$ cat config.mk
export PLATFORM = sky130hd
export DESIGN_NAME = awg_cmd_parser
export DESIGN_NICKNAME = d
export VERILOG_FILES = /design/src/rtl/awg_cmd_parser.sv
export SDC_FILE = /design/constraint.sdc
export NUM_CORES = 1
export LEC_CHECK = 0
export ABC_AREA = 1
export BUFFER_PORTS_ARGS = -buffer_cell sky130_fd_sc_hd__buf_2
export CORE_ASPECT_RATIO = 1.5
export CORE_MARGIN = 4
export CORE_UTILIZATION = 51
export DETAILED_ROUTE_END_ITERATION = 8
export GPL_ROUTABILITY_DRIVEN = 0
export GPL_TIMING_DRIVEN = 0
export PLACE_DENSITY = 0.72
export SLEW_MARGIN = 20
export SYNTH_ARGS = -nofsm -noshare
export SYNTH_HDL_FRONTEND = slang
export SYNTH_SLANG_ARGS = --single-unit
$ cat constraint.sdc
create_clock -name clk -period 3.6 [get_ports clk]
set_input_delay 0.54 -clock clk [delete_from_list [all_inputs] [get_ports clk]]
set_output_delay 0.54 -clock clk [all_outputs]
set_load 0.005 [all_outputs]
$ cat src/rtl/awg_cmd_parser.sv
// AWG command parser: turns the UART byte stream into per-channel wave-state and frequency registers.
// Optional idle-byte timeout for partial commands is enabled by defining CMD_TIMEOUT_EN.
module awg_cmd_parser #(
  parameter int NUM_CH         = 2,
  parameter int STATE_W        = 5,
  parameter int FREQ_W         = 32,
  parameter int MAX_DIGITS     = 10,
  parameter int DEFAULT_STATE  = 3,
  parameter int FREQ_DEFAULT   = 0,
  parameter int TIMEOUT_CYCLES = 1000000
) (
  input  logic                      clk,
  input  logic                      rst,
  input  logic [7:0]                rx_data,
  input  logic                      rx_valid,
  output logic [NUM_CH*STATE_W-1:0] wave_sel,
  output logic [NUM_CH*FREQ_W-1:0]  freq_word,
  output logic [NUM_CH-1:0]         upd,
  output logic                      err,
  output logic                      busy
);

  localparam int CH_W  = (NUM_CH > 1) ? $clog2(NUM_CH) : 1;
  localparam int CNT_W = $clog2(MAX_DIGITS + 2);
  localparam int ACC_W = FREQ_W + 4;

  typedef enum logic [2:0] {S_IDLE, S_W_CH, S_W_WAVE, S_F_CH, S_F_DIG} state_t;

  function automatic logic is_wave(input logic [7:0] b);
    return (b >= 8'h30) && (b <= 8'h34);
  endfunction

  // '1'..'4' map to 0..3; '0' selects code 10.
  function automatic logic [STATE_W-1:0] wave_code(input logic [7:0] b);
    if (b == 8'h30) return STATE_W'(10);
    return STATE_W'(b - 8'h31);
  endfunction

  function automatic logic is_chan(input logic [7:0] b);
    return (int'(b) >= 32'h30) && (int'(b) < 32'h30 + NUM_CH);
  endfunction

  function automatic logic is_dec(input logic [7:0] b);
    return (b >= 8'h30) && (b <= 8'h39);
  endfunction

  state_t                           state_q;
  logic [NUM_CH-1:0][STATE_W-1:0]   wave_sel_q;
  logic [NUM_CH-1:0][FREQ_W-1:0]    freq_q;
  logic [NUM_CH-1:0]                upd_q;
  logic                             err_q;
  logic [FREQ_W-1:0]                acc_q;
  logic [CNT_W-1:0]                 cnt_q;
  logic [CH_W-1:0]                  ch_q;

  logic [ACC_W-1:0] acc_ext;
  logic [ACC_W-1:0] acc_mac;
  logic             acc_ovf;
  logic [CNT_W-1:0] cnt_inc;
  logic             cnt_over;

  // acc*10 + d done as shifts so the product cannot wrap before the range check.
  assign acc_ext  = {4'b0000, acc_q};
  assign acc_mac  = (acc_ext << 3) + (acc_ext << 1) + ACC_W'(rx_data[3:0]);
  assign acc_ovf  = |acc_mac[ACC_W-1:FREQ_W];
  assign cnt_inc  = cnt_q + CNT_W'(1);
  assign cnt_over = int'(cnt_inc) > MAX_DIGITS;

`ifdef CMD_TIMEOUT_EN
  localparam int TO_W = $clog2(TIMEOUT_CYCLES + 1);
  logic [TO_W-1:0] to_cnt_q;
`endif

  always_ff @(posedge clk or posedge rst) begin
    if (rst) begin
      state_q    <= S_IDLE;
      wave_sel_q <= {NUM_CH{STATE_W'(DEFAULT_STATE)}};
      freq_q     <= {NUM_CH{FREQ_W'(FREQ_DEFAULT)}};
      upd_q      <= '0;
      err_q      <= 1'b0;
      acc_q      <= '0;
      cnt_q      <= '0;
      ch_q       <= '0;
`ifdef CMD_TIMEOUT_EN
      to_cnt_q   <= '0;
`endif
    end else begin
      upd_q <= '0;
      err_q <= 1'b0;
`ifdef CMD_TIMEOUT_EN
      // Timeout only fires on byte-free cycles, so it never collides with the parser below.
      if (state_q == S_IDLE || rx_valid) begin
        to_cnt_q <= '0;
      end else if (to_cnt_q == TO_W'(TIMEOUT_CYCLES - 1)) begin
        to_cnt_q <= '0;
        err_q    <= 1'b1;
        state_q  <= S_IDLE;
      end else begin
        to_cnt_q <= to_cnt_q + TO_W'(1);
      end
`endif
      if (rx_valid) begin
        case (state_q)
          S_IDLE: begin
            if (is_wave(rx_data)) begin
              wave_sel_q <= {NUM_CH{wave_code(rx_data)}};
              upd_q      <= '1;
            end else if (rx_data == 8'h57) begin
              state_q <= S_W_CH;
            end else if (rx_data == 8'h46) begin
              state_q <= S_F_CH;
              acc_q   <= '0;
              cnt_q   <= '0;
            end else if (rx_data != 8'h0D && rx_data != 8'h0A) begin
              err_q <= 1'b1;
            end
          end
          S_W_CH, S_F_CH: begin
            if (is_chan(rx_data)) begin
              ch_q    <= rx_data[CH_W-1:0];
              state_q <= (state_q == S_W_CH) ? S_W_WAVE : S_F_DIG;
            end else begin
              err_q   <= 1'b1;
              state_q <= S_IDLE;
            end
          end
          S_W_WAVE: begin
            if (is_wave(rx_data)) begin
              wave_sel_q[ch_q] <= wave_code(rx_data);
              upd_q[ch_q]      <= 1'b1;
            end else begin
              err_q <= 1'b1;
            end
            state_q <= S_IDLE;
          end
          S_F_DIG: begin
            if (is_dec(rx_data)) begin
              if (acc_ovf || cnt_over) begin
                err_q   <= 1'b1;
                state_q <= S_IDLE;
              end else begin
                acc_q <= acc_mac[FREQ_W-1:0];
                cnt_q <= cnt_inc;
              end
            end else if (rx_data == 8'h0D && cnt_q != '0) begin
              freq_q[ch_q] <= acc_q;
              upd_q[ch_q]  <= 1'b1;
              state_q      <= S_IDLE;
            end else begin
              err_q   <= 1'b1;
              state_q <= S_IDLE;
            end
          end
          default: state_q <= S_IDLE;
        endcase
      end
    end
  end

  assign wave_sel  = wave_sel_q;
  assign freq_word = freq_q;
  assign upd       = upd_q;
  assign err       = err_q;
  assign busy      = (state_q != S_IDLE);

endmodule

==> summary by stage <==
Critical path
For this run, the slowest stage of the critical path takes 480 ps. The highest-delay cell along the critical path is fa_1. The startpoint of the worst setup timing path is acc_q[0]$_DFFE_PP0P_. The data required time at the worst endpoint is 3900 ps. Walking the worst path, the cells encountered are inv_1 -> fa_1 -> fa_1 -> inv_1 -> nand2_1 -> nand2_1 -> nand3_1 -> nand2_2 -> nand2_1 -> nand2_2 -> nand2_1 -> nand3_1 -> nand2_1 -> nor2_1 -> nand3_2 -> nand2_4 -> nand2_4 -> buf_6 -> nand2_1 -> nand2_1. The cell that appears most often on the critical path is nand2_1.

The worst setup path is captured at a register. The startpoint type of the worst setup path is a register. Of all nets on the critical path, the largest fanout is 10. The worst-case reg-to-reg path depth is 20. The setup check on the worst reg-to-reg path leaves a slack of 270 ps. By startpoint and endpoint, the worst setup path is classified as reg2reg.

The capture point of the worst reg-to-reg path is acc_q[13]$_DFFE_PP0P_. The buffering stage count on the worst path with inverters included is 3. The arrival time at the worst endpoint is 3630 ps. The family with the most delay on the worst path is simple AND/OR/NAND/NOR gates. The startpoint identified for the worst register-to-register timing path is acc_q[0]$_DFFE_PP0P_.

Logic synthesis
The cell count after synthesis is 970. The distinct cell type count of the synthesized netlist is 46. The Yosys step of the flow raised 0 warnings. The number of nets handed over by synthesis was 1,053. The proportion of synthesized flip-flops having asynchronous set or reset is 100%. The number of flops mapped to enable cells by yosys is 0. Dividing the synthesized area by the synthesized cell count gives 8.04 µm². The number of storage elements in the synthesis netlist is 117. The area of the mapped netlist is 7800 µm². The dominant register cell in the synthesized netlist is dfrtp_1. The register area share after synthesis is 37.6%.

Global route
The total overflow left after global routing is 0. Entering global routing, the biggest net connects 35 pins. The global-route wire length before repair is 31,200 µm. The number of global-route vias before repair was 6,616. The global-route total usage across every layer is 22.2%. The number of antenna violations at the first check in global routing came to 0.

Floorplan
Once the floorplan was initialized, standard cells occupied 51.8% of the core. The floorplan has 55 rows. The core region is 15,100 µm².

The floorplan step set the die height to 159 µm. The total die area is 17,400 µm². In this run the horizontal extent of the chip is 109 µm. 89 I/O pins were placed.

CTS
The number of clock sinks is 117. The clock transition at the register clock pins on the worst setup and hold paths after CTS is 60 ps. TritonCTS created 17 clock buffers.

TritonCTS built the clock tree. For this design, the CTS-stage hold fixing added 0 buffers. The library cell used as clock root buffer is clkbuf_16. Clock latency on the worst-skew pair, taken at its later pin, is 410 ps. The clock passes through at most 2 buffers. The number of H-tree levels is 4.

Power
Summed over all cells, the static leakage comes to 5.62 nW. Dividing total power by cell area gives a power density of 368 nW/µm². IR analysis of the VDD net gives a maximum drop of 0.295 mV.

STA
The hold violation total from the final report is 0. The shortest period the worst path allows is 3330 ps. The slew at the pin closest to its max-slew limit is 686 ps.

Measured against its own limit, the worst slew margin works out to 54.2%. Setup repair after global routing left no endpoint under its margin. Once routing completed, OpenROAD measured the worst setup slack at 271 ps. The worst clock skew is 4.74 ps. The number of max-slew violations in the final report is 0. The sum of negative setup slack is 0 ps. The worst hold slack after final layout is 221 ps. Setup violations remaining at the end of the flow were counted as 0.

Of the available clock period, the critical path in the final layout requires 92.5%. The maximum frequency from static timing analysis is 300 MHz.

Outcome
The run finished with clean final reports.

Detailed routing
The routed wire length per instance is 14.0 µm. The length of the first detailed-routing pass in iterations is 5. The count of nets left with antenna violations once routing finished came out at 0. After detailed routing, the number of vias per cell comes to 5.07. For this run, design rule violations remaining after detail routing come to 0. The aggregate routed wire length is 18,100 µm. The number of DRC violations after detailed-routing iteration 0 is 223. Across all layers, the routed design uses 6,560 vias.

Finish
The number of diodes added for antenna fixing is 0. The area growth from synthesis to layout is 17.7%. Fill cells in the final layout number 1,352. The multi-input logic area is 4100 µm². The total number of nets in the final design is 1,164.

The fraction of final layout cells with drive strength greater than 1 is 15.8%. Across the whole layout, storage elements account for 2940 µm². The finished layout holds 1,293 standard cells, fillers aside.

The fraction of the core area covered by cells at the end of the flow is 60.9%.

Hold path
The tightest min-delay check is of the in2async type.

Placed design
Detailed placement ended at an HPWL of 13,800 µm. In this run the tool buffered the top-level ports with 88 buffer cells. After detailed placement, the design holds a cell count of 1,260. Timing analysis after detailed placement gives a worst setup slack of -127 ps.

Flow run
Across the run, the number of max-cap violations was 0.
cell families after synthesis:
family	after synthesis	synth area share (%)
AO/OA/AOI/OAI	86	6.02
XOR/XNOR	25	2.81
adder cells (fa/ha/maj)	72	11.7
buffers and inverters	184	9.93
flip-flops	117	37.6
multiplexers	64	8.21
AND/OR/NAND/NOR	422	23.7
Yosys cell counts (all sizes together), types with 13 or more instances:
library cell / n / area share [%]
nand4: 41 / 3.3
nand2: 269 / 13
xor2: 15 / 1.7
inv: 163 / 7.8
ha: 70 / 11
mux2i: 64 / 8.2
buf: 16 / 1.8
a21oi: 40 / 2.6
nor3: 13 / 0.96
o21ai: 29 / 1.9
nand3: 23 / 1.5
nor2: 64 / 3.4
dfrtp: 113 / 36
per-layer routing:
layer | track usage, % | part of all wire (%)
met5 | 0 | 0
met4 | 8.39 | 2.8
met3 | 3.85 | 3.4
met2 | 38.1 | 51
met1 | 27.4 | 42
worst max-delay path by stage:
stage	cells past startpoint	to	slack (ps)
6_report	20	acc_q[13]$_DFFE_PP0P_	270
3_3_place_gp	21	acc_q[0]$_DFFE_PP0P_	-60
3_5_place_dp	21	acc_q[16]$_DFFE_PP0P_	-130
2_1_floorplan	20	acc_q[31]$_DFFE_PP0P_	570
5_1_grt	20	acc_q[3]$_DFFE_PP0P_	40
4_1_cts	20	acc_q[13]$_DFFE_PP0P_	140
registers in the layout (all words and copies together) (netlist names):
name       count
freq_word     64
acc_q         32
wave_sel      10
cnt_q          4
state_q        3
upd            2
ch_q           1
err            1
final cells by class:
class,count,share of cell area [%]
Tap cell,199,2.71
Multi-Input combinational cell,669,44.6
Timing Repair Buffer,92,5.53
Clock inverter,14,1.89
Sequential cell,117,32.0
Clock buffer,18,4.78
Buffer,21,1.77
Inverter,163,6.70
where the power goes:
group | switching, mW | internal [mW] | total (mW)
Combinational | 0.157 | 0.0820 | 0.239
Sequential | 0.0210 | 1.36 | 1.38
Clock | 0.645 | 1.11 | 1.76
Total | 0.823 | 2.55 | 3.38
repair_timing:
action / 4_1_cts / 5_1_grt
gates resized for setup: 0 / 4
buffers inserted: 0 / 1
setup endpoints to repair: 0 / 30
metrics by stage:
| stage | area (µm²) | power [mW] |
|---|---|---|
| after floorplan | 7800 | 1.55 |
| after global placement | 8490 | 1.63 |
| after detailed placement | 8550 | 1.64 |
| after CTS | 9170 | 3.41 |
| after global routing | 9180 | 3.53 |
| final | 9180 | 3.38 |
cell usage in the layout, fill, tap and decap left out, drive strengths merged, types with 2 or more instances in the layout:
cell,instances
bufinv,3
dfstp,4
a21oi,40
xnor2,10
clkinvlp,5
o21bai,2
inv,166
or2,3
clkinv,3
nand3,23
nand2,269
buf,108
nor4,2
xor2,15
ha,70
mux2i,64
o21a,2
nor3,13
a31oi,4
clkbuf,23
nand3b,3
o211ai,2
nor3b,2
a31o,2
dfrtp,113
nor2,64
o21ai,29
fa,2
nand4,41
Note: power is estimated with default switching activity, not from simulation.
